===== src/rtl/gate_drive_p16.sv =====
// Gate-drive output stage: complementary high/low-side gate words from a 16-sample square wave,
// burst-gated by enable, with fault latch. Define GATE_DRIVE_DEADTIME_EN to enable dead-time insertion.
module gate_drive_p16 #(
  parameter int DRAIN_TIMEOUT = 64,
  parameter int INITIAL_DEAD  = 2
) (
  input  logic        p_clock,
  input  logic        reset_n,
  input  logic [15:0] sig_in,
  input  logic        enable,
  input  logic [3:0]  dead_time,
  input  logic        fault,
  input  logic        fault_clear,
  output logic [15:0] hs_out,
  output logic [15:0] ls_out,
  output logic        running,
  output logic        faulted,
  output logic        timeout_pulse
);

  typedef enum logic [2:0] {
    ST_IDLE     = 3'd0,
    ST_ARMED    = 3'd1,
    ST_RUNNING  = 3'd2,
    ST_DRAINING = 3'd3,
    ST_FAULT    = 3'd4
  } state_t;

  localparam logic [7:0] LAST_DRAIN = 8'(DRAIN_TIMEOUT - 1);

  state_t      state_r, state_s, drain_state_s;
  logic [15:0] prev_r;
  logic [7:0]  cnt_r, cnt_s, drain_cnt_s;
  logic [15:0] prior_s, rise_s, fall_s, from_rise_s, before_fall_s;
  logic        rise_acc_s, fall_acc_s;
  logic [15:0] act_s, drain_act_s, delayed_s, hs_s, ls_s;
  logic        timeout_s, drain_to_s;

  // s[i-1] for every sample of the current word, reaching back into the previous word for bit 0.
  assign prior_s = {sig_in[14:0], prev_r[15]};
  assign rise_s  = sig_in & ~prior_s;
  assign fall_s  = ~sig_in & prior_s;

`ifdef GATE_DRIVE_DEADTIME_EN
  logic [3:0] dead_r;

  // Dead time is only sampled while idle so it never changes inside a burst.
  always_ff @(posedge p_clock or negedge reset_n) begin
    if (!reset_n) begin
      dead_r <= 4'(INITIAL_DEAD);
    end else if (state_r == ST_IDLE) begin
      dead_r <= dead_time;
    end else begin
      dead_r <= dead_r;
    end
  end

  assign delayed_s = 16'({sig_in, prev_r} >> (5'd16 - {1'b0, dead_r}));
`else
  logic unused_dead_s;
  assign unused_dead_s = ^dead_time;
  assign delayed_s     = sig_in;
`endif

  // Prefix masks: samples from the first rising edge on, and samples before the first falling edge.
  always_comb begin
    rise_acc_s    = 1'b0;
    fall_acc_s    = 1'b0;
    from_rise_s   = 16'h0000;
    before_fall_s = 16'h0000;
    for (int i = 0; i < 16; i++) begin
      rise_acc_s       = rise_acc_s | rise_s[i];
      fall_acc_s       = fall_acc_s | fall_s[i];
      from_rise_s[i]   = rise_acc_s;
      before_fall_s[i] = ~fall_acc_s;
    end
  end

  // Drain evaluation, shared by DRAINING and the RUNNING word on which enable drops.
  always_comb begin
    drain_state_s = ST_DRAINING;
    drain_act_s   = 16'hFFFF;
    drain_cnt_s   = cnt_r + 8'd1;
    drain_to_s    = 1'b0;
    if (|fall_s) begin
      drain_state_s = ST_IDLE;
      drain_act_s   = before_fall_s;
      drain_cnt_s   = 8'd0;
    end else if (cnt_r == LAST_DRAIN) begin
      drain_state_s = ST_IDLE;
      drain_act_s   = 16'h0000;
      drain_cnt_s   = 8'd0;
      drain_to_s    = 1'b1;
    end else begin
      drain_state_s = ST_DRAINING;
    end
  end

  // Next-state and active-mask selection; fault overrides every state.
  always_comb begin
    state_s   = state_r;
    cnt_s     = 8'd0;
    act_s     = 16'h0000;
    timeout_s = 1'b0;
    if (fault) begin
      state_s = ST_FAULT;
    end else begin
      case (state_r)
        ST_IDLE: begin
          if (enable) state_s = ST_ARMED;
          else        state_s = ST_IDLE;
        end
        ST_ARMED: begin
          if (!enable) begin
            state_s = ST_IDLE;
          end else if (|rise_s) begin
            state_s = ST_RUNNING;
            act_s   = from_rise_s;
          end else begin
            state_s = ST_ARMED;
          end
        end
        ST_RUNNING: begin
          if (enable) begin
            state_s = ST_RUNNING;
            act_s   = 16'hFFFF;
          end else begin
            state_s   = drain_state_s;
            act_s     = drain_act_s;
            cnt_s     = drain_cnt_s;
            timeout_s = drain_to_s;
          end
        end
        ST_DRAINING: begin
          state_s   = drain_state_s;
          act_s     = drain_act_s;
          cnt_s     = drain_cnt_s;
          timeout_s = drain_to_s;
        end
        ST_FAULT: begin
          if (fault_clear) state_s = ST_IDLE;
          else             state_s = ST_FAULT;
        end
        default: begin
          state_s = ST_IDLE;
        end
      endcase
    end
  end

  // Both sides require the current and the delayed sample to agree, so they can never overlap.
  assign hs_s = act_s & sig_in & delayed_s;
  assign ls_s = act_s & ~sig_in & ~delayed_s;

  // State, history and registered outputs.
  always_ff @(posedge p_clock or negedge reset_n) begin
    if (!reset_n) begin
      state_r       <= ST_IDLE;
      cnt_r         <= 8'd0;
      prev_r        <= 16'h0000;
      hs_out        <= 16'h0000;
      ls_out        <= 16'h0000;
      running       <= 1'b0;
      faulted       <= 1'b0;
      timeout_pulse <= 1'b0;
    end else begin
      state_r       <= state_s;
      cnt_r         <= cnt_s;
      prev_r        <= sig_in;
      hs_out        <= hs_s;
      ls_out        <= ls_s;
      running       <= (state_s == ST_RUNNING) || (state_s == ST_DRAINING);
      faulted       <= (state_s == ST_FAULT);
      timeout_pulse <= timeout_s;
    end
  end

endmodule


===== config.mk =====
export PLATFORM = sky130hd
export DESIGN_NAME = gate_drive_p16
export DESIGN_NICKNAME = d
export VERILOG_FILES = /design/src/rtl/gate_drive_p16.sv
export SDC_FILE = /design/constraint.sdc
export NUM_CORES = 1
export LEC_CHECK = 0
export BUFFER_PORTS_ARGS = -buffer_cell sky130_fd_sc_hd__buf_4
export CORE_MARGIN = 2
export CORE_UTILIZATION = 45
export CTS_BUF_LIST = sky130_fd_sc_hd__clkbuf_2
export DETAILED_ROUTE_END_ITERATION = 8
export PLACE_DENSITY = 0.66
export SYNTH_ARGS = -nofsm -noshare
export SYNTH_HDL_FRONTEND = slang
export SYNTH_SLANG_ARGS = --single-unit
export TNS_END_PERCENT = 50

===== constraint.sdc =====
create_clock -name p_clock -period 2.7 [get_ports p_clock]
set_input_delay 0.54 -clock p_clock [delete_from_list [all_inputs] [get_ports p_clock]]
set_output_delay 0.54 -clock p_clock [all_outputs]
set_load 0.02 [all_outputs]

* After elaboration in Yosys (flattened, before gate mapping)
Index checks and enable logic that the tools add are counted.
** Cells by class
- Add/sub/neg operators :: 1
- Equal/unequal tests :: 8
- Muxes and demuxes :: 26
- Bitwise gates (word level) :: 54
- Reduce and logical (&&, ||, !) cells :: 4
** Operator list (number)
- $and 16x16->16 :: 6
- $mux 16 :: 6
- $pmux 16 s3 :: 1
- $mux 8 :: 4
- $not 16->16 :: 2
- $reduce_or 16->1 :: 2
- $or 1x1->1 :: 30
- $not 1->1 :: 16
- $pmux 8 s2 :: 1
- $pmux 3 s5 :: 1
- $eq 3x2->1 const B :: 4
- $mux 2 :: 5
- $add 8x1->8 const B :: 1
- $eq 8x6->1 const B :: 1
- $eq 3x3->1 const B :: 2
- $mux 3 :: 2
- $mux 1 :: 5
- $eq 3x1->1 const B :: 1
- $logic_not 3->1 :: 1
- $pmux 1 s2 :: 1
- $logic_or 1x1->1 :: 1
** Storage, ports and cells
- Bits in registers :: 62
- Bits of input ports :: 25
- Output and inout port bits :: 35
- Logic and storage cells :: 101

* Longest topological paths before layout
Gate-level depths: netlist (run 1).
- Depth in word-level cells :: 24
- Mapped depth :: 9
- Mapped depth without buffers :: 8

* Worst setup path after synthesis (run 1)
No wires, ideal clock.
- Kind :: input to register
- Start point :: input sig_in[3]
- End point :: register hs_out[9]
- Setup time :: 127 ps
- Arrival :: 2190 ps
- Required time :: 2573 ps
- Slack :: 383 ps
- Stages :: 8
- Path buffers :: 1
- Path through :: clkbuf_1 -> or4_4 -> nor3_2 -> a22oi_2 -> a211o_1 -> nand3_1 -> a21boi_0 -> nor2b_1
** On the way
- Cells in the longest elaborated chain, start to end :: 16
- Elaborated cells between the ends (all ways) :: 29
- Classes of those cells :: 6 x mux; 21 x bitwise; 2 x reduce/logical
** RTL lines
- from (decl) :: line 9 : input logic [15:0] sig_in,
- $not 16->16 :: line 42 : assign fall_s = ~sig_in & prior_s;
- $and 16x16->16 :: line 42
- $or 1x1->1 (7 in series) :: line 73 : fall_acc_s = fall_acc_s | fall_s[i];
- $not 1->1 :: line 75 : before_fall_s[i] = ~fall_acc_s;
- $mux 16 :: line 85 : if (|fall_s) begin
- $mux 16 :: line 124 : if (enable) begin
- $pmux 16 s3 (*) :: line 108 : case (state_r)
- $mux 16 (*) :: line 105 : if (fault) begin
- $and 16x16->16 (*) (2 in series) :: line 152 : assign hs_s = act_s & sig_in & delayed_s;
- net hs_s[9] :: line 36 : logic [15:0] act_s, drain_act_s, delayed_s, hs_s, ls_s;
- to (signal assigned) :: line 170 : hs_out <= hs_s;
- to (decl) :: line 14 : output logic [15:0] hs_out,
Mark *: on every way through the listed nets, which the timed path passes. The rest lies on a longest branch.

* Worst setup path in the final report (run 1)
- Start point :: register cnt_r[0]
- End point :: register ls_out[6]
** On the way
- Cells in the longest elaborated chain, start to end :: 8
** RTL lines
- from (decl) :: line 33 : logic [7:0] cnt_r, cnt_s, drain_cnt_s;
- from (signal assigned) :: line 168 : cnt_r <= cnt_s;
- $eq 8x6->1 (*) :: line 89 : end else if (cnt_r == LAST_DRAIN) begin
- $mux 16 (*) :: line 89
- $mux 16 (*) :: line 85
- $mux 16 :: line 124
- $pmux 16 s3 (*) :: line 108
- $mux 16 (*) :: line 105
- $and 16x16->16 (*) (2 in series) :: line 153 : assign ls_s = act_s & ~sig_in & ~delayed_s;
- net ls_s[6] :: line 36
- to (signal assigned) :: line 171 : ls_out <= ls_s;
- to (decl) :: line 15 : output logic [15:0] ls_out,
Marks and branches as above.

==> impl_results.html, run 1 <==
<table>
<tr><th>Metric</th><th>Value</th></tr>
<tr><th colspan="2">Status</th></tr>
<tr><td>Outcome</td><td>finished, final reports clean</td></tr>
<tr><th colspan="2">Power and ir drop</th></tr>
<tr><td>Pwr/cell area</td><td>377 nW/um^2</td></tr>
<tr><td>Power Internal</td><td>831 uW</td></tr>
<tr><td>Reported leakage power</td><td>1.40 nW</td></tr>
<tr><td>Post-layout total power</td><td>1.15 mW</td></tr>
<tr><td>Worst IR drop on VDD</td><td>0.000214 V</td></tr>
<tr><td>Switching power share of the total</td><td>27.7%</td></tr>
<tr><td>Net switching power of the design</td><td>318 uW</td></tr>
<tr><td>Relative contribution of sequential cells to total power</td><td>62.3%</td></tr>
<tr><td>Share of total power in combinational logic</td><td>12.7%</td></tr>
<tr><td>Relative contribution of the clock network to total power</td><td>25.0%</td></tr>
<tr><th colspan="2">Cells and area</th></tr>
<tr><td>Util after Layout</td><td>56.1%</td></tr>
<tr><td>Number of inserted filler cells in the final layout</td><td>503</td></tr>
<tr><td>Fraction of layout instances using a drive strength above 1</td><td>25.4%</td></tr>
<tr><td>Number of diodes</td><td>0</td></tr>
<tr><td>Total number of nets in the final design</td><td>360</td></tr>
<tr><td>Area delta synth-&gt;final</td><td>21.8%</td></tr>
<tr><th colspan="2">Timing</th></tr>
<tr><td>Period minus WS final</td><td>2.45 ns</td></tr>
<tr><td>Fin Hold WS</td><td>0.0796 ns</td></tr>
<tr><td>Setup Total Neg Slack</td><td>0 ns</td></tr>
<tr><td>Setup Skew</td><td>0.0143 ns</td></tr>
<tr><td>Final Max Slew Viols</td><td>0</td></tr>
<tr><td>Number of setup violations in the final report</td><td>0</td></tr>
<tr><td>Setup repair after global routing missed its margin</td><td>false</td></tr>
<tr><td>Worst Max-Slew Pin Slew</td><td>0.840 ns</td></tr>
<tr><td>Slew HR</td><td>43.6%</td></tr>
<tr><td>Final critical-path share of the clock period</td><td>90.6%</td></tr>
<tr><td>Maximum operating frequency</td><td>0.409 GHz</td></tr>
<tr><td>Fin. Hold Viols</td><td>0</td></tr>
<tr><th colspan="2">Floorplanning</th></tr>
<tr><td>Vertical extent of the die</td><td>78.6 um</td></tr>
<tr><td>Number of top-level design ports</td><td>60</td></tr>
<tr><td>Number of rows created at floorplan</td><td>27</td></tr>
<tr><td>Core Area</td><td>5440 um^2</td></tr>
<tr><td>Floorplan die area</td><td>6180 um^2</td></tr>
<tr><td>Starting utilization of the core area</td><td>46.0%</td></tr>
<tr><td>Die W</td><td>78.6 um</td></tr>
<tr><th colspan="2">Critical path</th></tr>
<tr><td>Critical Path Sink Type</td><td>flop</td></tr>
<tr><td>Type of element launching the critical path</td><td>flop</td></tr>
<tr><td>CP delay by family, top</td><td>compound AO/OA/AOI/OAI gates</td></tr>
<tr><td>Maximum net fanout on the critical path</td><td>4</td></tr>
<tr><td>Worst path required time</td><td>3.01 ns</td></tr>
<tr><td>Crit-path max cell delay</td><td>0.55 ns</td></tr>
<tr><td>Max stage delay cell, worst path</td><td>sky130_fd_sc_hd__or4_1</td></tr>
<tr><td>Flop2flop setup slack</td><td>0.25 ns</td></tr>
<tr><td>Arrival time of data at the critical path endpoint</td><td>2.76 ns</td></tr>
<tr><td>Worst setup path class</td><td>flop to flop</td></tr>
<tr><td>Combined buffer and inverter count along the critical path</td><td>0</td></tr>
<tr><td>Critical Path, Cell by Cell</td><td>ha_1 &gt; nand3_2 &gt; or4_1 &gt; a2111o_1 &gt; o211ai_2 &gt; nor2_2 &gt; a21oi_2 &gt; a311oi_1</td></tr>
<tr><th colspan="2">Synth</th></tr>
<tr><td>Nets in the synthesized netlist</td><td>303</td></tr>
<tr><td>Warning count from the yosys run</td><td>0</td></tr>
<tr><td>Sequential-to-total area share from yosys stat</td><td>47.0%</td></tr>
<tr><td>Cell count after synthesis</td><td>277</td></tr>
<tr><td>Top cell types by occurrence after synthesis</td><td>sky130_fd_sc_hd__dfrtp_1, sky130_fd_sc_hd__nor2_1, sky130_fd_sc_hd__a21oi_1</td></tr>
<tr><td>Most frequently used cell type in the post-synthesis netlist</td><td>sky130_fd_sc_hd__dfrtp_1</td></tr>
<tr><td>Ranking of synthesized cells by area</td><td>sky130_fd_sc_hd__dfrtp_1, sky130_fd_sc_hd__nor2_1, sky130_fd_sc_hd__a21oi_1, sky130_fd_sc_hd__nand2b_1, sky130_fd_sc_hd__nor2b_1</td></tr>
<tr><td>Most area-hungry cell type in the Yosys netlist</td><td>sky130_fd_sc_hd__dfrtp_1</td></tr>
<tr><td>Number of distinct standard cells referenced by the synthesized netlist</td><td>57</td></tr>
<tr><td>Cell Area, Synth</td><td>2500 um^2</td></tr>
<tr><td>Leading register cell type out of synthesis</td><td>sky130_fd_sc_hd__dfrtp_1</td></tr>
<tr><td>Async S/R FF share, synth</td><td>100%</td></tr>
<tr><td>Proportion of netlist area held by the largest area contributor</td><td>47.0%</td></tr>
<tr><td>Number of flip-flops and latches in the synthesized netlist</td><td>47</td></tr>
<tr><td>EDFF count, synth</td><td>0</td></tr>
<tr><td>Mean cell area of the mapped netlist</td><td>9.04 um^2</td></tr>
<tr><th colspan="2">Clock network</th></tr>
<tr><td>TritonCTS Sinks</td><td>47</td></tr>
<tr><td>Clock-pin slew reported for the worst setup and hold paths after clock tree synthesis</td><td>0.23 ns</td></tr>
<tr><td>Inserted Clock Buffers</td><td>5</td></tr>
<tr><td>Post-CTS Setup Repair Bufs</td><td>0</td></tr>
<tr><td>CTS Hold Bufs</td><td>0</td></tr>
<tr><td>TritonCTS clock tree</td><td>yes</td></tr>
<tr><td>Clk Latency, worst-skew pair</td><td>0.42 ns</td></tr>
<tr><td>CTS root buffer</td><td>sky130_fd_sc_hd__clkbuf_2</td></tr>
<tr><td>Count of instances resized after the clock tree is built</td><td>0</td></tr>
<tr><td>H-tree depth reported by CTS</td><td>2</td></tr>
<tr><td>Maximum root-to-sink buffer count</td><td>2</td></tr>
<tr><th colspan="2">Detailed routing</th></tr>
<tr><td>Remaining DRCs</td><td>0</td></tr>
<tr><td>Final antenna-violating net count</td><td>0</td></tr>
<tr><td>Average via count per standard cell</td><td>5.49</td></tr>
<tr><td>Drt wl/cell</td><td>14.4 um</td></tr>
<tr><td>Wire length after detailed routing</td><td>5.86 mm</td></tr>
<tr><td>Drt first-iter violations</td><td>151</td></tr>
<tr><td>Initial DRT Pass Iterations</td><td>4</td></tr>
<tr><td>Total number of vias</td><td>2234</td></tr>
<tr><th colspan="2">Placement</th></tr>
<tr><td>Placed wire-length estimate</td><td>4.48 mm</td></tr>
<tr><td>Routability congestion estimate from global placement</td><td>0.877</td></tr>
<tr><td>Port buffer count</td><td>55</td></tr>
<tr><th colspan="2">GRT</th></tr>
<tr><td>Overall fraction of global-route tracks in use</td><td>20.3%</td></tr>
<tr><td>Via count of the first global-routing pass</td><td>2148</td></tr>
<tr><td>Antenna violations before repair</td><td>0</td></tr>
<tr><td>Overall overflow remaining after global route</td><td>0</td></tr>
<tr><td>First-pass GRT wire length</td><td>9.97 mm</td></tr>
<tr><td>Largest net degree at the start of global routing</td><td>48</td></tr>
<tr><th colspan="2">Flow run</th></tr>
<tr><td>Number of max-cap violations</td><td>0</td></tr>
<tr><th colspan="2">Worst hold path</th></tr>
<tr><td>Worst Hold Class</td><td>input pin to asynchronous set/reset pin</td></tr>
</table>
[power groups by stage]
stage,clock network [mW],registers (mW),logic (mW)
after floorplan,0,0.726,0.0781
after global placement,0,0.727,0.146
after detailed placement,0,0.727,0.146
after CTS,0.303,0.715,0.147
after global routing,0.330,0.717,0.166
final,0.287,0.715,0.146
[cell usage in the layout (no fill, tap or decap), types with 2 or more instances in the layout]
cell type,netlist,layout
sky130_fd_sc_hd__inv_1,11,11
sky130_fd_sc_hd__nor3_1,12,12
sky130_fd_sc_hd__nand3_1,9,9
sky130_fd_sc_hd__clkbuf_2,1,5
sky130_fd_sc_hd__a21boi_0,4,4
sky130_fd_sc_hd__or3_1,2,2
sky130_fd_sc_hd__and3_1,3,3
sky130_fd_sc_hd__xnor2_1,2,2
sky130_fd_sc_hd__o211ai_1,2,2
sky130_fd_sc_hd__xor2_1,4,4
sky130_fd_sc_hd__a31oi_1,3,3
sky130_fd_sc_hd__dfrtp_1,47,47
sky130_fd_sc_hd__o21a_1,3,3
sky130_fd_sc_hd__o21ai_0,12,12
sky130_fd_sc_hd__a31o_2,2,2
sky130_fd_sc_hd__a21oi_1,19,19
sky130_fd_sc_hd__nand2b_1,13,13
sky130_fd_sc_hd__buf_4,0,61
sky130_fd_sc_hd__and2_1,7,7
sky130_fd_sc_hd__o22ai_1,2,2
sky130_fd_sc_hd__nor2b_1,11,11
sky130_fd_sc_hd__nand4_1,2,2
sky130_fd_sc_hd__a211oi_1,4,4
sky130_fd_sc_hd__nor2_1,42,42
sky130_fd_sc_hd__clkinv_2,0,2
sky130_fd_sc_hd__nand2_1,15,15
sky130_fd_sc_hd__or2_2,3,3
sky130_fd_sc_hd__a22oi_1,3,3
[metal layers]
layer / share of wire [%] / GRT usage (%) / wire length, um
met5: 0 / 0 / 0
met4: 1.6 / 6.32 / 92
met3: 6.1 / 4.25 / 360
met2: 48 / 33.6 / 2830
met1: 44 / 26.8 / 2580
[final cells by class]
cell class                      instances  area [um^2]  area share (%)
Tap cell                               72         90.1            2.95
Sequential cell                        47         1180            38.6
Inverter                               11         41.3            1.35
Multi-Input combinational cell        208         1240            40.7
Clock inverter                          3         18.8           0.615
Clock buffer                            5         25.0           0.820
Timing Repair Buffer                   61          458            15.0
[metrics by stage]
step	area [um^2]	instances	setup slack, ns
2_1_floorplan	2500	277	0.383
3_3_place_gp	3010	399	0.197
3_5_place_dp	3010	399	0.190
4_1_cts	3050	407	0.230
5_1_grt	3050	407	0.0562
6_report	3050	407	0.253
[worst paths after layout]
check,from,cells past startpoint,endpoint
max,cnt_r[0]$_DFF_PN0_,8,ls_out[6]$_DFF_PN0_
min reg2reg,cnt_r[0]$_DFF_PN0_,1,cnt_r[0]$_DFF_PN0_
min in group p_clock,sig_in[15],1,prev_r[15]$_DFF_PN0_
max reg2reg,cnt_r[0]$_DFF_PN0_,8,ls_out[6]$_DFF_PN0_
max in group asynchronous,reset_n,1,state_r[0]$_DFF_PN0_
min,reset_n,1,ls_out[13]$_DFF_PN0_
[sequential cells by signal, summed over array words and instances (netlist names)]
signal / cells
cnt_r: 8
faulted: 1
hs_out: 16
ls_out: 16
prev_r: 1
running: 1
state_r: 3
timeout_pulse: 1
[kinds of logic (layout without fill, tap and decap cells)]
| kind of cell | count (synthesis) | after routing | synth area share, % |
|---|---|---|---|
| compound gates | 74 | 74 | 21.2 |
| simple gates | 127 | 127 | 25.7 |
| buf+inv | 22 | 80 | 3.45 |
| fa+ha+maj | 1 | 1 | 0.500 |
| flops | 47 | 47 | 47.0 |
| xor+xnor | 6 | 6 | 2.10 |
Note: power is estimated with default switching activity, not from simulation.
==> run 2: changes to the inputs <==
==> config.mk (replaced) <==
export PLATFORM = sky130hd
export DESIGN_NAME = gate_drive_p16
export DESIGN_NICKNAME = d
export VERILOG_FILES = /design/src/rtl/gate_drive_p16.sv
export SDC_FILE = /design/constraint.sdc
export NUM_CORES = 1
export LEC_CHECK = 0
export CORE_MARGIN = 2
export CORE_UTILIZATION = 45
export DETAILED_ROUTE_END_ITERATION = 8
export DONT_BUFFER_PORTS = 1
export PLACE_DENSITY = 0.57
export SYNTH_ARGS = -nofsm -noshare
export SYNTH_HDL_FRONTEND = slang
export SYNTH_SLANG_ARGS = --single-unit
export TNS_END_PERCENT = 50
==> impl_results.html, run 2 (synthesized netlist as in run 1, its figures left out) <==
<table>
<tr><th>Metric</th><th>Value</th></tr>
<tr><th colspan="2">Clock network</th></tr>
<tr><td>Clk Latency, worst-skew pair</td><td>0.29 ns (-0.13 ns)</td></tr>
<tr><td>Inserted Clock Buffers</td><td>5 (unchanged)</td></tr>
<tr><td>CTS Hold Bufs</td><td>1 (+1)</td></tr>
<tr><td>TritonCTS clock tree</td><td>yes</td></tr>
<tr><td>H-tree depth reported by CTS</td><td>2 (unchanged)</td></tr>
<tr><td>Maximum root-to-sink buffer count</td><td>2 (unchanged)</td></tr>
<tr><td>Post-CTS Setup Repair Bufs</td><td>0 (unchanged)</td></tr>
<tr><td>Clock-pin slew reported for the worst setup and hold paths after clock tree synthesis</td><td>0.08 ns (-0.15 ns)</td></tr>
<tr><td>TritonCTS Sinks</td><td>47 (unchanged)</td></tr>
<tr><td>Count of instances resized after the clock tree is built</td><td>0 (unchanged)</td></tr>
<tr><td>CTS root buffer</td><td>sky130_fd_sc_hd__clkbuf_8</td></tr>
<tr><th colspan="2">Floorplanning</th></tr>
<tr><td>Floorplan die area</td><td>6180 um^2 (unchanged)</td></tr>
<tr><td>Number of top-level design ports</td><td>60 (unchanged)</td></tr>
<tr><td>Core Area</td><td>5440 um^2 (unchanged)</td></tr>
<tr><td>Die W</td><td>78.6 um (unchanged)</td></tr>
<tr><td>Starting utilization of the core area</td><td>46.0% (unchanged)</td></tr>
<tr><td>Number of rows created at floorplan</td><td>27 (unchanged)</td></tr>
<tr><td>Vertical extent of the die</td><td>78.6 um (unchanged)</td></tr>
<tr><th colspan="2">Timing</th></tr>
<tr><td>Setup repair after global routing missed its margin</td><td>false</td></tr>
<tr><td>Worst Max-Slew Pin Slew</td><td>0.733 ns (-0.107 ns)</td></tr>
<tr><td>Final Max Slew Viols</td><td>0 (unchanged)</td></tr>
<tr><td>Fin. Hold Viols</td><td>0 (unchanged)</td></tr>
<tr><td>Final critical-path share of the clock period</td><td>90.8% (+0.13 points)</td></tr>
<tr><td>Period minus WS final</td><td>2.45 ns (+0.00350 ns)</td></tr>
<tr><td>Setup Total Neg Slack</td><td>0 ns (unchanged)</td></tr>
<tr><td>Maximum operating frequency</td><td>0.408 GHz (-0.14%)</td></tr>
<tr><td>Number of setup violations in the final report</td><td>0 (unchanged)</td></tr>
<tr><td>Setup Skew</td><td>0.00348 ns (-0.0108 ns)</td></tr>
<tr><td>Slew HR</td><td>50.7% (+7.2 points)</td></tr>
<tr><th colspan="2">GRT</th></tr>
<tr><td>Met2 GRT Util</td><td>31.4% (-2.2 points)</td></tr>
<tr><td>Via count of the first global-routing pass</td><td>1878 (-13%)</td></tr>
<tr><td>Fraction of met1 tracks used by global routing</td><td>25.4% (-1.4 points)</td></tr>
<tr><td>Antenna violations before repair</td><td>0 (unchanged)</td></tr>
<tr><td>First-pass GRT wire length</td><td>9.30 mm (-6.7%)</td></tr>
<tr><td>Met3 capacity usage during global routing</td><td>5.75% (+1.5 points)</td></tr>
<tr><td>Layer carrying the most global-route usage</td><td>met2</td></tr>
<tr><td>Overall fraction of global-route tracks in use</td><td>19.5% (-0.87 points)</td></tr>
<tr><td>Largest net degree at the start of global routing</td><td>48 (unchanged)</td></tr>
<tr><td>Overall overflow remaining after global route</td><td>0 (unchanged)</td></tr>
<tr><th colspan="2">Detailed routing</th></tr>
<tr><td>Drt wl/cell</td><td>16.4 um (+14%)</td></tr>
<tr><td>Total number of vias</td><td>1989 (-11%)</td></tr>
<tr><td>Remaining DRCs</td><td>0 (unchanged)</td></tr>
<tr><td>Wire length after detailed routing</td><td>5.74 mm (-2.1%)</td></tr>
<tr><td>Drt first-iter violations</td><td>103 (-32%)</td></tr>
<tr><td>Average via count per standard cell</td><td>5.67 (+3.2%)</td></tr>
<tr><td>Final antenna-violating net count</td><td>0 (unchanged)</td></tr>
<tr><td>Initial DRT Pass Iterations</td><td>4 (unchanged)</td></tr>
<tr><th colspan="2">Cells and area</th></tr>
<tr><td>Final std cell area, no fill</td><td>2690 um^2 (-12%)</td></tr>
<tr><td>Number of inserted filler cells in the final layout</td><td>538 (+7.0%)</td></tr>
<tr><td>Most frequent standard cell in the layout excluding fill and tap cells</td><td>sky130_fd_sc_hd__dfrtp_1</td></tr>
<tr><td>Total area of multi-input combinational cells</td><td>1240 um^2 (unchanged)</td></tr>
<tr><td>Number of diodes</td><td>0 (unchanged)</td></tr>
<tr><td>Largest registers</td><td>hs_out: 16 flops, ls_out: 16 flops, cnt_r: 8 flops</td></tr>
<tr><td>Fraction of layout instances using a drive strength above 1</td><td>10.4% (-15 points)</td></tr>
<tr><td>Total number of nets in the final design</td><td>304 (-16%)</td></tr>
<tr><td>Area delta synth-&gt;final</td><td>7.45%</td></tr>
<tr><td>Top library cells by usage in the layout, fill and taps aside</td><td>sky130_fd_sc_hd__dfrtp_1, sky130_fd_sc_hd__nor2_1, sky130_fd_sc_hd__a21oi_1</td></tr>
<tr><td>Util after Layout</td><td>49.5% (-6.6 points)</td></tr>
<tr><td>Seq. cell area</td><td>1180 um^2 (unchanged)</td></tr>
<tr><th colspan="2">Critical path</th></tr>
<tr><td>Crit-path max cell delay</td><td>0.55 ns (about the same)</td></tr>
<tr><td>Critical Path, Cell by Cell</td><td>ha_1 &gt; nand3_2 &gt; or4_1 &gt; a2111o_1 &gt; o211ai_2 &gt; nor2_2 &gt; a21oi_2 &gt; a311oi_1</td></tr>
<tr><td>Worst path required time</td><td>2.86 ns (-0.15 ns)</td></tr>
<tr><td>Max stage delay cell, worst path</td><td>sky130_fd_sc_hd__or4_1</td></tr>
<tr><td>CP delay by family, top</td><td>compound AO/OA/AOI/OAI gates</td></tr>
<tr><td>Critical Path Sink Type</td><td>flop</td></tr>
<tr><td>Maximum net fanout on the critical path</td><td>4 (unchanged)</td></tr>
<tr><td>Worst setup path class</td><td>flop to flop</td></tr>
<tr><td>Combined buffer and inverter count along the critical path</td><td>0 (unchanged)</td></tr>
<tr><td>Type of element launching the critical path</td><td>flop</td></tr>
<tr><td>Arrival time of data at the critical path endpoint</td><td>2.61 ns (-0.15 ns)</td></tr>
<tr><th colspan="2">Power and ir drop</th></tr>
<tr><td>Power Internal</td><td>923 uW (+11%)</td></tr>
<tr><td>Relative contribution of the clock network to total power</td><td>33.1% (+8.1 points)</td></tr>
<tr><td>Switching power share of the total</td><td>24.1% (-3.6 points)</td></tr>
<tr><td>Relative contribution of sequential cells to total power</td><td>58.8% (-3.5 points)</td></tr>
<tr><td>Net switching power of the design</td><td>293 uW (-8.0%)</td></tr>
<tr><td>Post-layout total power</td><td>1.22 mW (+5.8%)</td></tr>
<tr><td>Pwr/cell area</td><td>452 nW/um^2 (+20%)</td></tr>
<tr><td>Worst IR drop on VDD</td><td>0.000258 V (+20%)</td></tr>
<tr><td>Reported leakage power</td><td>1.13 nW (-19%)</td></tr>
<tr><td>Share of total power in combinational logic</td><td>8.1% (-4.6 points)</td></tr>
<tr><th colspan="2">Placement</th></tr>
<tr><td>Port buffer count</td><td>0 (-100%)</td></tr>
<tr><td>Routability congestion estimate from global placement</td><td>0.868 (-1.1%)</td></tr>
<tr><td>Placed wire-length estimate</td><td>4.27 mm (-4.7%)</td></tr>
<tr><td>Area post-placement</td><td>2580 um^2 (-14%)</td></tr>
<tr><th colspan="2">Status</th></tr>
<tr><td>Outcome</td><td>finished, final reports clean</td></tr>
<tr><th colspan="2">Worst hold path</th></tr>
<tr><td>Worst Hold Class</td><td>input pin to asynchronous set/reset pin</td></tr>
<tr><th colspan="2">Flow run</th></tr>
<tr><td>Number of max-cap violations</td><td>0 (unchanged)</td></tr>
</table>
==> run 2: power by group through the flow <==
stage	Sequential, mW	Clock, mW	Combinational (mW)
floorplan	0.726	0	0.0781
global placement	0.730	0	0.0795
detailed placement	0.730	0	0.0805
CTS	0.715	0.425	0.0992
global route	0.716	0.446	0.112
finish	0.715	0.402	0.0983
==> run 2: worst paths after layout <==
kind | from | to | slack (ns) | depth (start not counted)
worst max-delay path | cnt_r[0]$_DFF_PN0_ | ls_out[6]$_DFF_PN0_ | 0.25 | 8
worst max register to register | cnt_r[0]$_DFF_PN0_ | ls_out[6]$_DFF_PN0_ | 0.25 | 8
worst min-delay path | reset_n | faulted$_DFF_PN0_ | 0.09 | 1
min in group p_clock | sig_in[15] | prev_r[15]$_DFF_PN0_ | 0.27 | 0
max in group asynchronous | reset_n | hs_out[9]$_DFF_PN0_ | 2.41 | 1
worst min register to register | cnt_r[0]$_DFF_PN0_ | cnt_r[0]$_DFF_PN0_ | 0.48 | 1
==> run 2: per-stage QoR <==
stage / hold WS, ns / setup WS [ns] / instances
global route: 0.0946 / 0.0770 / 351
floorplan: 0.244 / 0.383 / 277
detailed placement: 0.246 / 0.265 / 342
finish: 0.0871 / 0.249 / 351
CTS: 0.0868 / 0.243 / 351
global placement: 0.245 / 0.270 / 342
==> run 2: per-layer routing <==
| metal | up-vias | part of all wire [%] |
|---|---|---|
| met5 | - | 0 |
| met4 | 0 | 1.4 |
| met3 | 6 | 6.7 |
| met2 | 63 | 47 |
| met1 | 942 | 44 |
| li1 | 978 | - |
==> run 2: layout make-up <==
| cell class | count | share of cell area (%) |
|---|---|---|
| Inverter | 11 | 1.53 |
| Clock buffer | 5 | 2.56 |
| Timing Repair Buffer | 5 | 2.14 |
| Sequential cell | 47 | 43.7 |
| Clock inverter | 3 | 0.558 |
| Multi-Input combinational cell | 208 | 46.1 |
| Tap cell | 72 | 3.35 |
==> run 3: changes to the inputs <==
--- a/config.mk
+++ b/config.mk
@@ -5,11 +5,12 @@
 export SDC_FILE = /design/constraint.sdc
 export NUM_CORES = 1
 export LEC_CHECK = 0
+export BUFFER_PORTS_ARGS = -buffer_cell sky130_fd_sc_hd__buf_4
+export CORE_ASPECT_RATIO = 1.1
 export CORE_MARGIN = 2
 export CORE_UTILIZATION = 45
 export DETAILED_ROUTE_END_ITERATION = 8
-export DONT_BUFFER_PORTS = 1
-export PLACE_DENSITY = 0.57
+export PLACE_DENSITY = 0.66
 export SYNTH_ARGS = -nofsm -noshare
 export SYNTH_HDL_FRONTEND = slang
 export SYNTH_SLANG_ARGS = --single-unit
==> impl_results.html, run 3 (synthesized netlist as in run 1, its figures left out) <==
<table>
<tr><th>Metric</th><th>Value</th></tr>
<tr><th colspan="2">Clock network</th></tr>
<tr><td>Clk Latency, worst-skew pair</td><td>0.30 ns (about the same)</td></tr>
<tr><td>TritonCTS Sinks</td><td>47 (unchanged)</td></tr>
<tr><td>Post-CTS Setup Repair Bufs</td><td>0 (unchanged)</td></tr>
<tr><td>Maximum root-to-sink buffer count</td><td>2 (unchanged)</td></tr>
<tr><td>CTS root buffer</td><td>sky130_fd_sc_hd__clkbuf_8</td></tr>
<tr><td>Clock-pin slew reported for the worst setup and hold paths after clock tree synthesis</td><td>0.09 ns (about the same)</td></tr>
<tr><td>Inserted Clock Buffers</td><td>5 (unchanged)</td></tr>
<tr><td>TritonCTS clock tree</td><td>yes</td></tr>
<tr><td>Count of instances resized after the clock tree is built</td><td>0 (unchanged)</td></tr>
<tr><td>CTS Hold Bufs</td><td>0 (-1)</td></tr>
<tr><td>H-tree depth reported by CTS</td><td>2 (unchanged)</td></tr>
<tr><th colspan="2">Cells and area</th></tr>
<tr><td>Area delta synth-&gt;final</td><td>24.4%</td></tr>
<tr><td>Total number of nets in the final design</td><td>361 (+19%)</td></tr>
<tr><td>Number of diodes</td><td>0 (unchanged)</td></tr>
<tr><td>Final instance count without filler cells</td><td>411 (+17%)</td></tr>
<tr><td>Fraction of layout instances using a drive strength above 1</td><td>25.6% (+15 points)</td></tr>
<tr><td>Largest registers</td><td>hs_out: 16 flops, ls_out: 16 flops, cnt_r: 8 flops</td></tr>
<tr><td>Most frequent standard cell in the layout excluding fill and tap cells</td><td>sky130_fd_sc_hd__buf_4</td></tr>
<tr><td>Top library cells by usage in the layout, fill and taps aside</td><td>sky130_fd_sc_hd__buf_4, sky130_fd_sc_hd__dfrtp_1, sky130_fd_sc_hd__nor2_1</td></tr>
<tr><td>Final std cell area, no fill</td><td>3120 um^2 (+16%)</td></tr>
<tr><th colspan="2">Detailed routing</th></tr>
<tr><td>Wire length after detailed routing</td><td>6.17 mm (+7.5%)</td></tr>
<tr><td>DR WL met3</td><td>364 um (-4.7%)</td></tr>
<tr><td>Final antenna-violating net count</td><td>0 (unchanged)</td></tr>
<tr><td>Total met2 wirelength after detailed routing</td><td>2.98 mm (+9.4%)</td></tr>
<tr><td>Drt wl/cell</td><td>15.0 um (-8.2%)</td></tr>
<tr><td>Total number of vias</td><td>2269 (+14%)</td></tr>
<tr><td>Remaining DRCs</td><td>0 (unchanged)</td></tr>
<tr><td>Initial DRT Pass Iterations</td><td>4 (unchanged)</td></tr>
<tr><td>Drt first-iter violations</td><td>152 (+48%)</td></tr>
<tr><td>Average via count per standard cell</td><td>5.52 (-2.6%)</td></tr>
<tr><td>Total routed wire length on the met1 layer</td><td>2.72 mm (+6.6%)</td></tr>
<tr><td>Top routing layer in use</td><td>met4</td></tr>
<tr><th colspan="2">GRT</th></tr>
<tr><td>Antenna violations before repair</td><td>0 (unchanged)</td></tr>
<tr><td>First-pass GRT wire length</td><td>10.3 mm (+11%)</td></tr>
<tr><td>Overall overflow remaining after global route</td><td>0 (unchanged)</td></tr>
<tr><td>Overall fraction of global-route tracks in use</td><td>21.7% (+2.3 points)</td></tr>
<tr><td>Largest net degree at the start of global routing</td><td>48 (unchanged)</td></tr>
<tr><td>Via count of the first global-routing pass</td><td>2188 (+17%)</td></tr>
<tr><th colspan="2">Timing</th></tr>
<tr><td>Worst Max-Slew Pin Slew</td><td>0.571 ns (-0.162 ns)</td></tr>
<tr><td>Slew HR</td><td>61.9% (+11 points)</td></tr>
<tr><td>Fin Hold WS</td><td>0.232 ns (+0.145 ns)</td></tr>
<tr><td>Final Max Slew Viols</td><td>0 (unchanged)</td></tr>
<tr><td>Number of setup violations in the final report</td><td>0 (unchanged)</td></tr>
<tr><td>Setup Skew</td><td>0.0112 ns (+0.00776 ns)</td></tr>
<tr><td>Period minus WS final</td><td>2.46 ns (+0.0101 ns)</td></tr>
<tr><td>Setup repair after global routing missed its margin</td><td>false</td></tr>
<tr><td>Final critical-path share of the clock period</td><td>91.1% (+0.37 points)</td></tr>
<tr><td>Maximum operating frequency</td><td>0.406 GHz (-0.41%)</td></tr>
<tr><td>Setup Total Neg Slack</td><td>0 ns (unchanged)</td></tr>
<tr><td>Fin. Hold Viols</td><td>0 (unchanged)</td></tr>
<tr><th colspan="2">Flow run</th></tr>
<tr><td>Number of max-cap violations</td><td>0 (unchanged)</td></tr>
<tr><th colspan="2">Critical path</th></tr>
<tr><td>Arrival time of data at the critical path endpoint</td><td>2.62 ns (about the same)</td></tr>
<tr><td>Critical Path Sink Type</td><td>flop</td></tr>
<tr><td>Worst path required time</td><td>2.86 ns (about the same)</td></tr>
<tr><td>Worst setup path class</td><td>flop to flop</td></tr>
<tr><td>Maximum net fanout on the critical path</td><td>4 (unchanged)</td></tr>
<tr><td>Launch point of the worst reg-to-reg path</td><td>cnt_r[0]$_DFF_PN0_</td></tr>
<tr><td>Type of element launching the critical path</td><td>flop</td></tr>
<tr><td>CP Launch Point</td><td>cnt_r[0]$_DFF_PN0_</td></tr>
<tr><th colspan="2">Floorplanning</th></tr>
<tr><td>Vertical extent of the die</td><td>82.2 um (+4.6%)</td></tr>
<tr><td>Starting utilization of the core area</td><td>46.7% (+0.68 points)</td></tr>
<tr><td>Floorplan die area</td><td>6180 um^2 (about the same)</td></tr>
<tr><td>Core Area</td><td>5360 um^2 (-1.4%)</td></tr>
<tr><td>Number of top-level design ports</td><td>60 (unchanged)</td></tr>
<tr><td>Die W</td><td>75.1 um (-4.4%)</td></tr>
<tr><td>Number of rows created at floorplan</td><td>28 (+3.7%)</td></tr>
<tr><th colspan="2">Power and ir drop</th></tr>
<tr><td>Worst IR drop on VDD</td><td>0.000215 V (-16%)</td></tr>
<tr><td>Post-layout total power</td><td>1.28 mW (+5.6%)</td></tr>
<tr><td>Reported leakage power</td><td>1.41 nW (+24%)</td></tr>
<tr><td>Pwr/cell area</td><td>412 nW/um^2 (-8.8%)</td></tr>
<tr><th colspan="2">Placement</th></tr>
<tr><td>Number of placed instances with taps included</td><td>403 (+18%)</td></tr>
<tr><td>Area post-placement</td><td>3020 um^2 (+17%)</td></tr>
<tr><td>Routability congestion estimate from global placement</td><td>0.926 (+6.7%)</td></tr>
<tr><td>Port buffer count</td><td>55 (+55)</td></tr>
<tr><td>Placed wire-length estimate</td><td>4.58 mm (+7.2%)</td></tr>
<tr><th colspan="2">Status</th></tr>
<tr><td>Outcome</td><td>finished, final reports clean</td></tr>
<tr><th colspan="2">Worst hold path</th></tr>
<tr><td>Worst Hold Class</td><td>input pin to asynchronous set/reset pin</td></tr>
</table>
## run 3: cell count changes in the layout (fill, tap and decap cells not counted)
cell,before,now
sky130_fd_sc_hd__buf_16,1,0
sky130_fd_sc_hd__buf_4,4,62
sky130_fd_sc_hd__clkinv_2,3,1
sky130_fd_sc_hd__clkinvlp_4,0,2
sky130_fd_sc_hd__o211ai_2,1,0
sky130_fd_sc_hd__o211ai_4,0,1
## run 3: metal layers
layer  GRT usage (%)  up-vias
met2            34.2       78
met3            4.13       11
li1                -     1090
met1            30.0     1090
met5               0        -
met4            7.14        0
## run 3: power breakdown
group,internal (mW),switching [mW],total [mW],leakage (nW)
sequential,0.707,0.00603,0.713,0.648
clock,0.180,0.243,0.423,0.0402
combinational,0.0562,0.0914,0.148,0.722
## run 3: metrics by stage
stage	setup slack [ns]	util [%]
finish	0.239	58.1
global route	0.105	58.1
CTS	0.148	58.0
detailed placement	0.161	56.3
global placement	0.192	56.3
floorplan	0.383	-
## run 3: final timing paths
check,endpoint,slack (ns),depth (start not counted)
hold / removal,hs_out[14]$_DFF_PN0_,0.23,1
min in group p_clock,prev_r[15]$_DFF_PN0_,0.38,1
hold reg to reg,cnt_r[0]$_DFF_PN0_,0.49,1
max in group asynchronous,timeout_pulse$_DFF_PN0_,2.08,1
setup reg to reg,ls_out[6]$_DFF_PN0_,0.24,8
setup / recovery,ls_out[6]$_DFF_PN0_,0.24,8
## run 3: final cells by class
cell class	instances	area [um^2]
clock buffers	5	68.8
clock inverters	3	20.0
fillers	498	2240
inverters	11	41.3
multi-input cells	208	1250
flip-flops and latches	47	1180
well taps	75	93.8
repair buffers	62	465
## run 3: critical path, cell delays in order (launching register included)
cell and delay, ns:
sky130_fd_sc_hd__dfrtp_1 0.40, sky130_fd_sc_hd__ha_1 0.22, sky130_fd_sc_hd__nand3_2 0.12, sky130_fd_sc_hd__or4_1 0.55, sky130_fd_sc_hd__a2111o_1 0.42, sky130_fd_sc_hd__o211ai_4 0.25, sky130_fd_sc_hd__nor2_2 0.09, sky130_fd_sc_hd__a21oi_2 0.19
sky130_fd_sc_hd__a311oi_1 0.08
